## config.mk

```make
export PLATFORM = sky130hd
export DESIGN_NAME = clock_time_core
export DESIGN_NICKNAME = d
export VERILOG_FILES = /design/src/rtl/clock_pkg.sv /design/src/rtl/mod_counter.sv /design/src/rtl/clock_time_core.sv
export SDC_FILE = /design/constraint.sdc
export NUM_CORES = 1
export LEC_CHECK = 0
export ABC_CLOCK_PERIOD_IN_PS = 8500
export BUFFER_PORTS_ARGS = -buffer_cell sky130_fd_sc_hd__buf_2
export CAP_MARGIN = 10
export CORE_ASPECT_RATIO = 1.25
export CORE_MARGIN = 2
export CORE_UTILIZATION = 50
export CTS_CLUSTER_SIZE = 40
export DETAILED_ROUTE_END_ITERATION = 10
export GPL_TIMING_DRIVEN = 0
export PLACE_DENSITY = 0.79
export SYNTH_ARGS = -nofsm -noshare
export SYNTH_HDL_FRONTEND = slang
export SYNTH_SLANG_ARGS = --single-unit
```

## constraint.sdc

```tcl
create_clock -name clk -period 8.5 [get_ports clk]
set_input_delay 2.55 -clock clk [delete_from_list [all_inputs] [get_ports clk]]
set_output_delay 2.55 -clock clk [all_outputs]
set_load 0.05 [all_outputs]
```

## src/rtl/clock_pkg.sv

```systemverilog
// Shared encodings, limits and field widths for the digital clock.
package clock_pkg;

  typedef enum logic [1:0] {
    MODE_RUN      = 2'd0,
    MODE_SET_HOUR = 2'd1,
    MODE_SET_MIN  = 2'd2
  } mode_e;

  localparam int unsigned HOUR_MAX = 23;
  localparam int unsigned MIN_MAX  = 59;
  localparam int unsigned SEC_MAX  = 59;

  localparam int unsigned HOUR_W = 5;
  localparam int unsigned MIN_W  = 6;
  localparam int unsigned SEC_W  = 6;

  // Mode key cycles RUN -> SET_HOUR -> SET_MIN -> RUN.
  function automatic mode_e next_mode(input mode_e cur);
    mode_e nxt;
    case (cur)
      MODE_RUN:      nxt = MODE_SET_HOUR;
      MODE_SET_HOUR: nxt = MODE_SET_MIN;
      default:       nxt = MODE_RUN;
    endcase
    return nxt;
  endfunction

endpackage

```

## src/rtl/mod_counter.sv

```systemverilog
// Modulo-(MAX+1) up/down counter with synchronous clear and increment carry.
module mod_counter #(
  parameter int unsigned MAX   = 59,
  parameter int unsigned WIDTH = 6
) (
  input  logic             clk,
  input  logic             rst_n,
  input  logic             inc,
  input  logic             dec,
  input  logic             clr,
  output logic [WIDTH-1:0] value,
  output logic             carry
);

  localparam logic [WIDTH-1:0] MaxV = WIDTH'(MAX);

  logic [WIDTH-1:0] value_d, value_q;
  logic             step_up, step_dn;

  // inc and dec together cancel out.
  assign step_up = inc && !dec;
  assign step_dn = dec && !inc;

  always_comb begin
    value_d = value_q;
    if (clr) begin
      value_d = '0;
    end else if (step_up) begin
      value_d = (value_q == MaxV) ? '0 : value_q + 1'b1;
    end else if (step_dn) begin
      value_d = (value_q == '0) ? MaxV : value_q - 1'b1;
    end
  end

  always_ff @(posedge clk or negedge rst_n) begin
    if (!rst_n) begin
      value_q <= '0;
    end else begin
      value_q <= value_d;
    end
  end

  // Combinational so the next field advances on the same edge as this one wraps.
  assign carry = step_up && !clr && (value_q == MaxV);
  assign value = value_q;

endmodule

```

## src/rtl/clock_time_core.sv

```systemverilog
// Timekeeping and time-set core: 1 Hz prescaler, RUN/SET_HOUR/SET_MIN FSM, h:m:s fields.
module clock_time_core
  import clock_pkg::*;
#(
  parameter int unsigned CLK_HZ = 50_000_000
) (
  input  logic              clk,
  input  logic              rst_n,
  input  logic              mode_flag,
  input  logic              mode_key,
  input  logic              up_flag,
  input  logic              up_key,
  input  logic              down_flag,
  input  logic              down_key,
  output logic [HOUR_W-1:0] hour,
  output logic [MIN_W-1:0]  minute,
  output logic [SEC_W-1:0]  second,
  output logic [1:0]        set_mode,
  output logic              blink,
  output logic              sec_tick
);

  localparam int unsigned     PS_W    = (CLK_HZ > 1) ? $clog2(CLK_HZ) : 1;
  localparam logic [PS_W-1:0] PS_LAST = PS_W'(CLK_HZ - 1);
  localparam logic [PS_W-1:0] PS_HALF = PS_W'(CLK_HZ / 2);

  mode_e           mode_q, mode_d;
  logic [PS_W-1:0] ps_q;
  logic            sec_tick_q, blink_q;

  logic mode_press, up_press, down_press;
  logic adj_up, adj_dn;
  logic ps_wrap, exit_set;
  logic in_run, in_set_hour, in_set_min;

  logic sec_inc, min_inc, min_dec, hour_inc, hour_dec;
  logic sec_carry, min_carry, hour_carry;

  // A flag with the key level high is a release edge and carries no action.
  assign mode_press = mode_flag && !mode_key;
  assign up_press   = up_flag && !up_key;
  assign down_press = down_flag && !down_key;

  // A mode press wins over any adjust press in the same cycle.
  assign adj_up = up_press && !mode_press;
  assign adj_dn = down_press && !mode_press;

  assign in_run      = (mode_q == MODE_RUN);
  assign in_set_hour = (mode_q == MODE_SET_HOUR);
  assign in_set_min  = (mode_q == MODE_SET_MIN);

  assign ps_wrap  = (ps_q == PS_LAST);
  assign exit_set = in_set_min && mode_press;

  always_comb begin
    mode_d = mode_q;
    if (mode_press) begin
      mode_d = next_mode(mode_q);
    end
  end

  always_comb begin
    sec_inc  = in_run && ps_wrap;
    min_inc  = in_run ? sec_carry : (in_set_min && adj_up);
    min_dec  = in_set_min && adj_dn;
    hour_inc = in_run ? min_carry : (in_set_hour && adj_up);
    hour_dec = in_set_hour && adj_dn;
  end

  // Mode register, prescaler and the registered tick/blink outputs.
  always_ff @(posedge clk or negedge rst_n) begin
    if (!rst_n) begin
      mode_q     <= MODE_RUN;
      ps_q       <= '0;
      sec_tick_q <= 1'b0;
      blink_q    <= 1'b0;
    end else begin
      mode_q     <= mode_d;
      sec_tick_q <= ps_wrap;
      // Next-state mode keeps blink low in every cycle that shows RUN.
      blink_q    <= (mode_d != MODE_RUN) && (ps_q < PS_HALF);
      if (exit_set || ps_wrap) begin
        ps_q <= '0;
      end else begin
        ps_q <= ps_q + 1'b1;
      end
    end
  end

  mod_counter #(
    .MAX   (SEC_MAX),
    .WIDTH (SEC_W)
  ) u_sec (
    .clk   (clk),
    .rst_n (rst_n),
    .inc   (sec_inc),
    .dec   (1'b0),
    .clr   (exit_set),
    .value (second),
    .carry (sec_carry)
  );

  mod_counter #(
    .MAX   (MIN_MAX),
    .WIDTH (MIN_W)
  ) u_min (
    .clk   (clk),
    .rst_n (rst_n),
    .inc   (min_inc),
    .dec   (min_dec),
    .clr   (1'b0),
    .value (minute),
    .carry (min_carry)
  );

  mod_counter #(
    .MAX   (HOUR_MAX),
    .WIDTH (HOUR_W)
  ) u_hour (
    .clk   (clk),
    .rst_n (rst_n),
    .inc   (hour_inc),
    .dec   (hour_dec),
    .clr   (1'b0),
    .value (hour),
    .carry (hour_carry)
  );

  // Hour wrap has no consumer; a day rollover needs no further carry.
  logic unused_hour_carry;
  assign unused_hour_carry = hour_carry;

  assign set_mode = mode_q;
  assign blink    = blink_q;
  assign sec_tick = sec_tick_q;

endmodule

```

## Word level (Yosys, flattened, before mapping)

Index checks and enable logic that the tools add are counted.

| word-level totals | value |
|---|---|
| register bits after elaboration | 47 |
| bits of input ports | 8 |
| output and inout port bits | 21 |
| word-level logic and storage cells | 72 |

| cells by class | value |
|---|---|
| $add $sub $neg | 6 |
| order comparisons | 1 |
| equal/unequal tests | 6 |
| mux-type cells | 16 |
| reduce and logical (&&, ||, !) cells | 36 |

Operator list:

| cell | number |
|---|---|
| $mux W6 | 7 |
| $add A26 B1 Y26 const B | 1 |
| $eq A26 B26 Y1 const B | 1 |
| $lt A26 B25 Y1 const B | 1 |
| $mux W26 | 1 |
| $mux W5 | 4 |
| $logic_and A1 B1 Y1 | 19 |
| $add A6 B1 Y6 const B | 2 |
| $eq A6 B6 Y1 const B | 2 |
| $logic_not A1 Y1 | 9 |
| $reduce_bool A2 Y1 | 4 |
| $logic_not A6 Y1 | 1 |
| $sub A6 B1 Y6 const B | 1 |
| $add A5 B1 Y5 const B | 1 |
| $eq A5 B5 Y1 const B | 1 |
| $logic_not A5 Y1 | 1 |
| $sub A5 B1 Y5 const B | 1 |
| $pmux W2 S2 | 1 |
| $eq A2 B1 Y1 const B | 1 |
| $eq A2 B2 Y1 const B | 1 |
| $logic_not A2 Y1 | 1 |
| $mux W1 | 2 |
| $mux W2 | 1 |
| $logic_or A1 B1 Y1 | 1 |

## Longest topological paths before layout

| logic depth | value |
|---|---|
| word-level depth | 14 |
| depth in mapped cells | 16 |
| mapped depth without buffers | 14 |

## Modules after synthesis

From an unflattened synthesis, not the netlist that was laid out.

| unflattened totals | value |
|---|---|
| cell total of the unflattened synthesis | 365 |
| area total of the unflattened synthesis | 3293.2 um2 |

By module, submodules not included:

| module | instances | cells an instance | area each (um2) | seq. area each (um2) |
|---|---|---|---|---|
| clock_time_core | 1 | 176 | 1657.8 | 750.7 |
| mod_counter at u_min ... | 2 | 72 | 611.8 | 150.1 |
| mod_counter at u_hour | 1 | 45 | 411.6 | 125.1 |

## Worst setup path after synthesis

No wires, ideal clock.

| timing | value |
|---|---|
| kind | input port to flip-flop |
| start | input mode_flag |
| end | register u_hour.value_q[4], in the netlist u_hour.value[4] |
| library setup time | 68 ps |
| arrival time | 4825 ps |
| required time | 8432 ps |
| slack | 3607 ps |
| stages | 14 |
| path buffers | 1 |
| cells stage by stage | nor2b_1 -> nor3b_1 -> nand2_1 -> a21oi_1 -> ha_1 -> nor3b_1 -> mux2i_1 -> nor2_1 -> ha_1 -> clkbuf_1 -> nor4b_1 -> a31oi_1 -> or4_1 -> nand2_1 |

| between the ends | value |
|---|---|
| longest elaborated chain between the ends | 12 |
| elaborated cells between the ends (all ways) | 23 |
| classes of those cells | mux: 3; reduce/logical: 20 |

Ends and longest elaborated chain:

| item | RTL line | source |
|---|---|---|
| from (decl) | clock_time_core.sv:9 | `input logic mode_flag,` |
| $logic_and A1 B1 Y1 (*) | clock_time_core.sv:40 | `assign mode_press = mode_flag && !mode_key;` |
| $logic_and A1 B1 Y1 | clock_time_core.sv:53 | `assign exit_set = in_set_min && mode_press;` |
| $logic_not A1 Y1 | mod_counter.sv:44 | `assign carry = step_up && !clr && (value_q == MaxV);` |
| $logic_and A1 B1 Y1 (2 in a row) | mod_counter.sv:44 |  |
| $mux W1 | clock_time_core.sv:64 | `min_inc = in_run ? sec_carry : (in_set_min && adj_up);` |
| $logic_and A1 B1 Y1 | mod_counter.sv:21 | `assign step_up = inc && !dec;` |
| $logic_and A1 B1 Y1 | mod_counter.sv:44 |  |
| $mux W1 | clock_time_core.sv:66 | `hour_inc = in_run ? min_carry : (in_set_hour && adj_up);` |
| $logic_not A1 Y1 | mod_counter.sv:22 | `assign step_dn = dec && !inc;` |
| $logic_and A1 B1 Y1 | mod_counter.sv:22 |  |
| $reduce_bool A2 Y1 (no source line) | -- |  |
| to (signal assigned) | mod_counter.sv:39 | `value_q <= value_d;` |
| to (decl) | mod_counter.sv:17 | `logic [WIDTH-1:0] value_d, value_q;` |

Mark *: on every way between the ends. The rest lies on a longest branch, timed or not.
A chain may end at the register's enable or synchronous reset.

## Worst setup path after layout

Same ends and word-level chain as after synthesis.

==> impl_metrics.toml <==
[route]
first_pass_iters = 4
vias = 2676
route.met3.wl_um = 197
met1_length_mm = 2.878
finalWirelength_mm = 6.577
drc_errors = 0
drt-initial-drc-count = 148
met2_length_mm = 3.407
avgViaCountPerCell = 6.166
ant_nets = 0
routed.top_layer = "met4"
routedWlPerCell_um = 15.15

[sta]
relSlewSlack_pct = 31.97
fmax_mhz = 201.8
maxSlewViolCount = 0
fin_skew_ns = 0.007625
tightestPinTransition_ns = 1.020
rsz0062_at_grt = "no"
min_period_ns = 4.954
fin_setup_tns_ns = 0
period_share_pct = 58.29
hold_viol = 0
final-setup-viol-count = 0

[synthesis]
yosysSeqAreaShare_pct = 40.02
synth_common_cells = "dfrtp_1 (47), nor2_1 (29), a21oi_1 (28), nand2_1 (20), nand3_1 (18)"
synth_compound_gate_area_share_pct = 16.43
synth_top_area_share_pct = 40.02
synth-xor-area-share_pct = 4.768
synthArstFlopShare_pct = 100.0
syn_avg_cell_area_um2 = 8.800
ys_ff_latch = 47
synth_ff_type = "dfrtp_1"
synth_area_leaders = "dfrtp_1 (40%), a21oi_1 (4.8%), ha_1 (3.8%), nor2_1 (3.7%), xor2_1 (3.3%)"
synthMuxAreaShare_pct = 1.745
synth-simple-area-share_pct = 29.25
yosys_warnings = 0
synth_top_family_by_area = "simple AND/OR/NAND/NOR gates"
synth_edf_count = 0
synth_fa_ha_area_share_pct = 3.831
synth.most_common_cell = "dfrtp_1"
synth_cell_type_count = 53
syn_area_mm2 = 0.002939
syn_inst = 334
yosysTopAreaCell = "dfrtp_1"
syn-num-nets = 351

[clocking]
holdBufCountCts = 0
htree_levels = 2
postCtsSetupRepairBufs = 0
post_cts_resized = 0
cts_buffers = 5
cts.reportedPaths.clkPinSlew_ns = 0.08
cts-root-buf = "clkbuf_8"
cts_sinks = 47
clk_path_buf_depth = 2
cts_tree = "built"
clock_latency_ns = 0.30

[layout]
area_growth_pct = 10.05
fillCellCount = 531
nNetsFinal = 386
diodes = 0
drive_gt1_share_pct = 11.96
final_util_pct = 56.34

[grt]
antenna_found_initial = 0
grt_max_degree = 48
grt_pass1_wl_mm = 11.63
grt_use_total_pct = 21.75
grt_pass1_vias = 2668
overflow = 0

[critical_path]
end_kind = "register"
cp_cell_sequence = "buf_2, nor2b_1, nor3b_1, nand2_1, a21oi_1, ha_1, nor3b_1, mux2i_1, nor2_1, ha_1, clkbuf_1, a31oi_1, or4_1, nand2_1"
required_ns = 8.74
r2r_cells = 14
rr_startpoint = "ps_q[11]"
crit_slowest_cell = "or4_1"
cp_max_fo = 8
cp-start-kind = "primary input"
max_stage_delay_ns = 0.47
rr_endpoint = "u_hour.value[4]"
path_class = "primary input to register"
arrival_ns = 5.19
r2r_slack_ns = 4.24
path_buf_inv = 2
critPathTopFamily = "simple AND/OR/NAND/NOR gates"

[die]
die_y_um = 89.72
num_rows = 31
ios = 29
start_util_pct = 51.20
dieArea_mm2 = 0.006511
core_area_mm2 = 0.005741
fp.dieW_um = 72.58

[min_path]
min_from = "ps_q[0]"
holdCritPathClass = "register to register"
min_to = "ps_q[0]"
hold_depth = 1

[place]
gp_congestion = 0.8164
port_buffers = 28
hpwl_mm = 4.628

[power]
switching_power_mw = 0.4658
p_clk_share_pct = 13.4
internal-power_mw = 0.4841
power_leakage_nw = 1.375
power_per_cell_area_mw_per_mm2 = 293.7
seq_power_share_pct = 37.9
pwr-share-comb_pct = 48.7
switching_share_pct = 49.04
ir_drop_mv = 0.2004

[outcome]
status = "complete, no violations"

[flow_run]
drv_cap = 0
## layout by cell type, fill, tap and decap left out, types with 6 or more instances in the layout
cell type / Yosys / final
and3_1: 11 / 11
nor3_1: 7 / 7
nor2b_1: 6 / 6
a21oi_1: 28 / 28
buf_2: 3 / 31
nand4_1: 12 / 12
xor2_1: 11 / 11
o31ai_1: 11 / 11
ha_1: 9 / 9
nand3_1: 18 / 18
clkbuf_1: 14 / 15
nand2_1: 20 / 20
inv_1: 12 / 12
and4_1: 7 / 7
nor2_1: 29 / 29
dfrtp_1: 47 / 47
or4_1: 12 / 12
o21ai_0: 16 / 16
## stage by stage
step                      cells  power (mW)  area (µm²)  worst slack [ns]  hold slack, ns
after detailed placement    428      0.8261        3162             3.198          0.4710
after global placement      428      0.8130        3162             3.245          0.4677
final                       434      0.9500        3234             3.546          0.4805
after floorplan             334      0.7147        2939             3.607          0.4479
after global routing        434       1.025        3234             3.208          0.5170
after CTS                   434      0.9545        3234             3.507          0.4825
## layer usage
layer / global-route usage [%] / vias to the layer above
li1: - / 1307
met1: 27.31 / 1314
met2: 36.89 / 46
met3: 3.027 / 9
met4: 8.796 / 0
met5: 0 / -
## layout make-up
cell class	count	area, µm²	area share (%)
multi-input cells	257	1647	50.91
clock buffers	6	72.57	2.244
plain buffers	18	71.32	2.205
inverters	12	45.04	1.393
well taps	66	82.58	2.553
repair buffers	28	140.1	4.333
flip-flops and latches	47	1176	36.36
## sequential cells by signal (all words and copies together), names as in the netlist
name	count
u_hour.value	5
set_mode	2
u_sec.value	6
ps_q	26
u_min.value	6
sec_tick	1
blink	1
## cell families (layout without fill, tap and decap cells)
kind of cell               after synthesis  count (layout)
xor gates and xnor gates                16              16
and+or+nand+nor                        150             150
DFF                                     47              47
muxes                                    5               5
AOI/OAI and AO/OA                       77              77
buffers and inverters                   30              64
adders and majority gates                9               9
## worst max-delay path by stage
stage / to / cells after the start / slack (ns) / startpoint
6_report: u_hour.value[4] / 14 / 3.55 / mode_flag
3_3_place_gp: u_hour.value[4] / 14 / 3.25 / mode_flag
2_1_floorplan: u_hour.value[4] / 14 / 3.61 / mode_flag
4_1_cts: u_hour.value[4] / 14 / 3.51 / mode_flag
3_5_place_dp: u_hour.value[4] / 14 / 3.20 / mode_flag
5_1_grt: u_hour.value[4] / 14 / 3.21 / mode_flag
## power groups by stage
stage	Clock, mW	Sequential, mW	Combinational, mW
6_report	0.127	0.360	0.463
5_1_grt	0.138	0.374	0.512
4_1_cts	0.130	0.359	0.465
3_5_place_dp	0	0.363	0.463
3_3_place_gp	0	0.361	0.452
2_1_floorplan	0	0.494	0.220
Power figures use the tool's default switching activity.
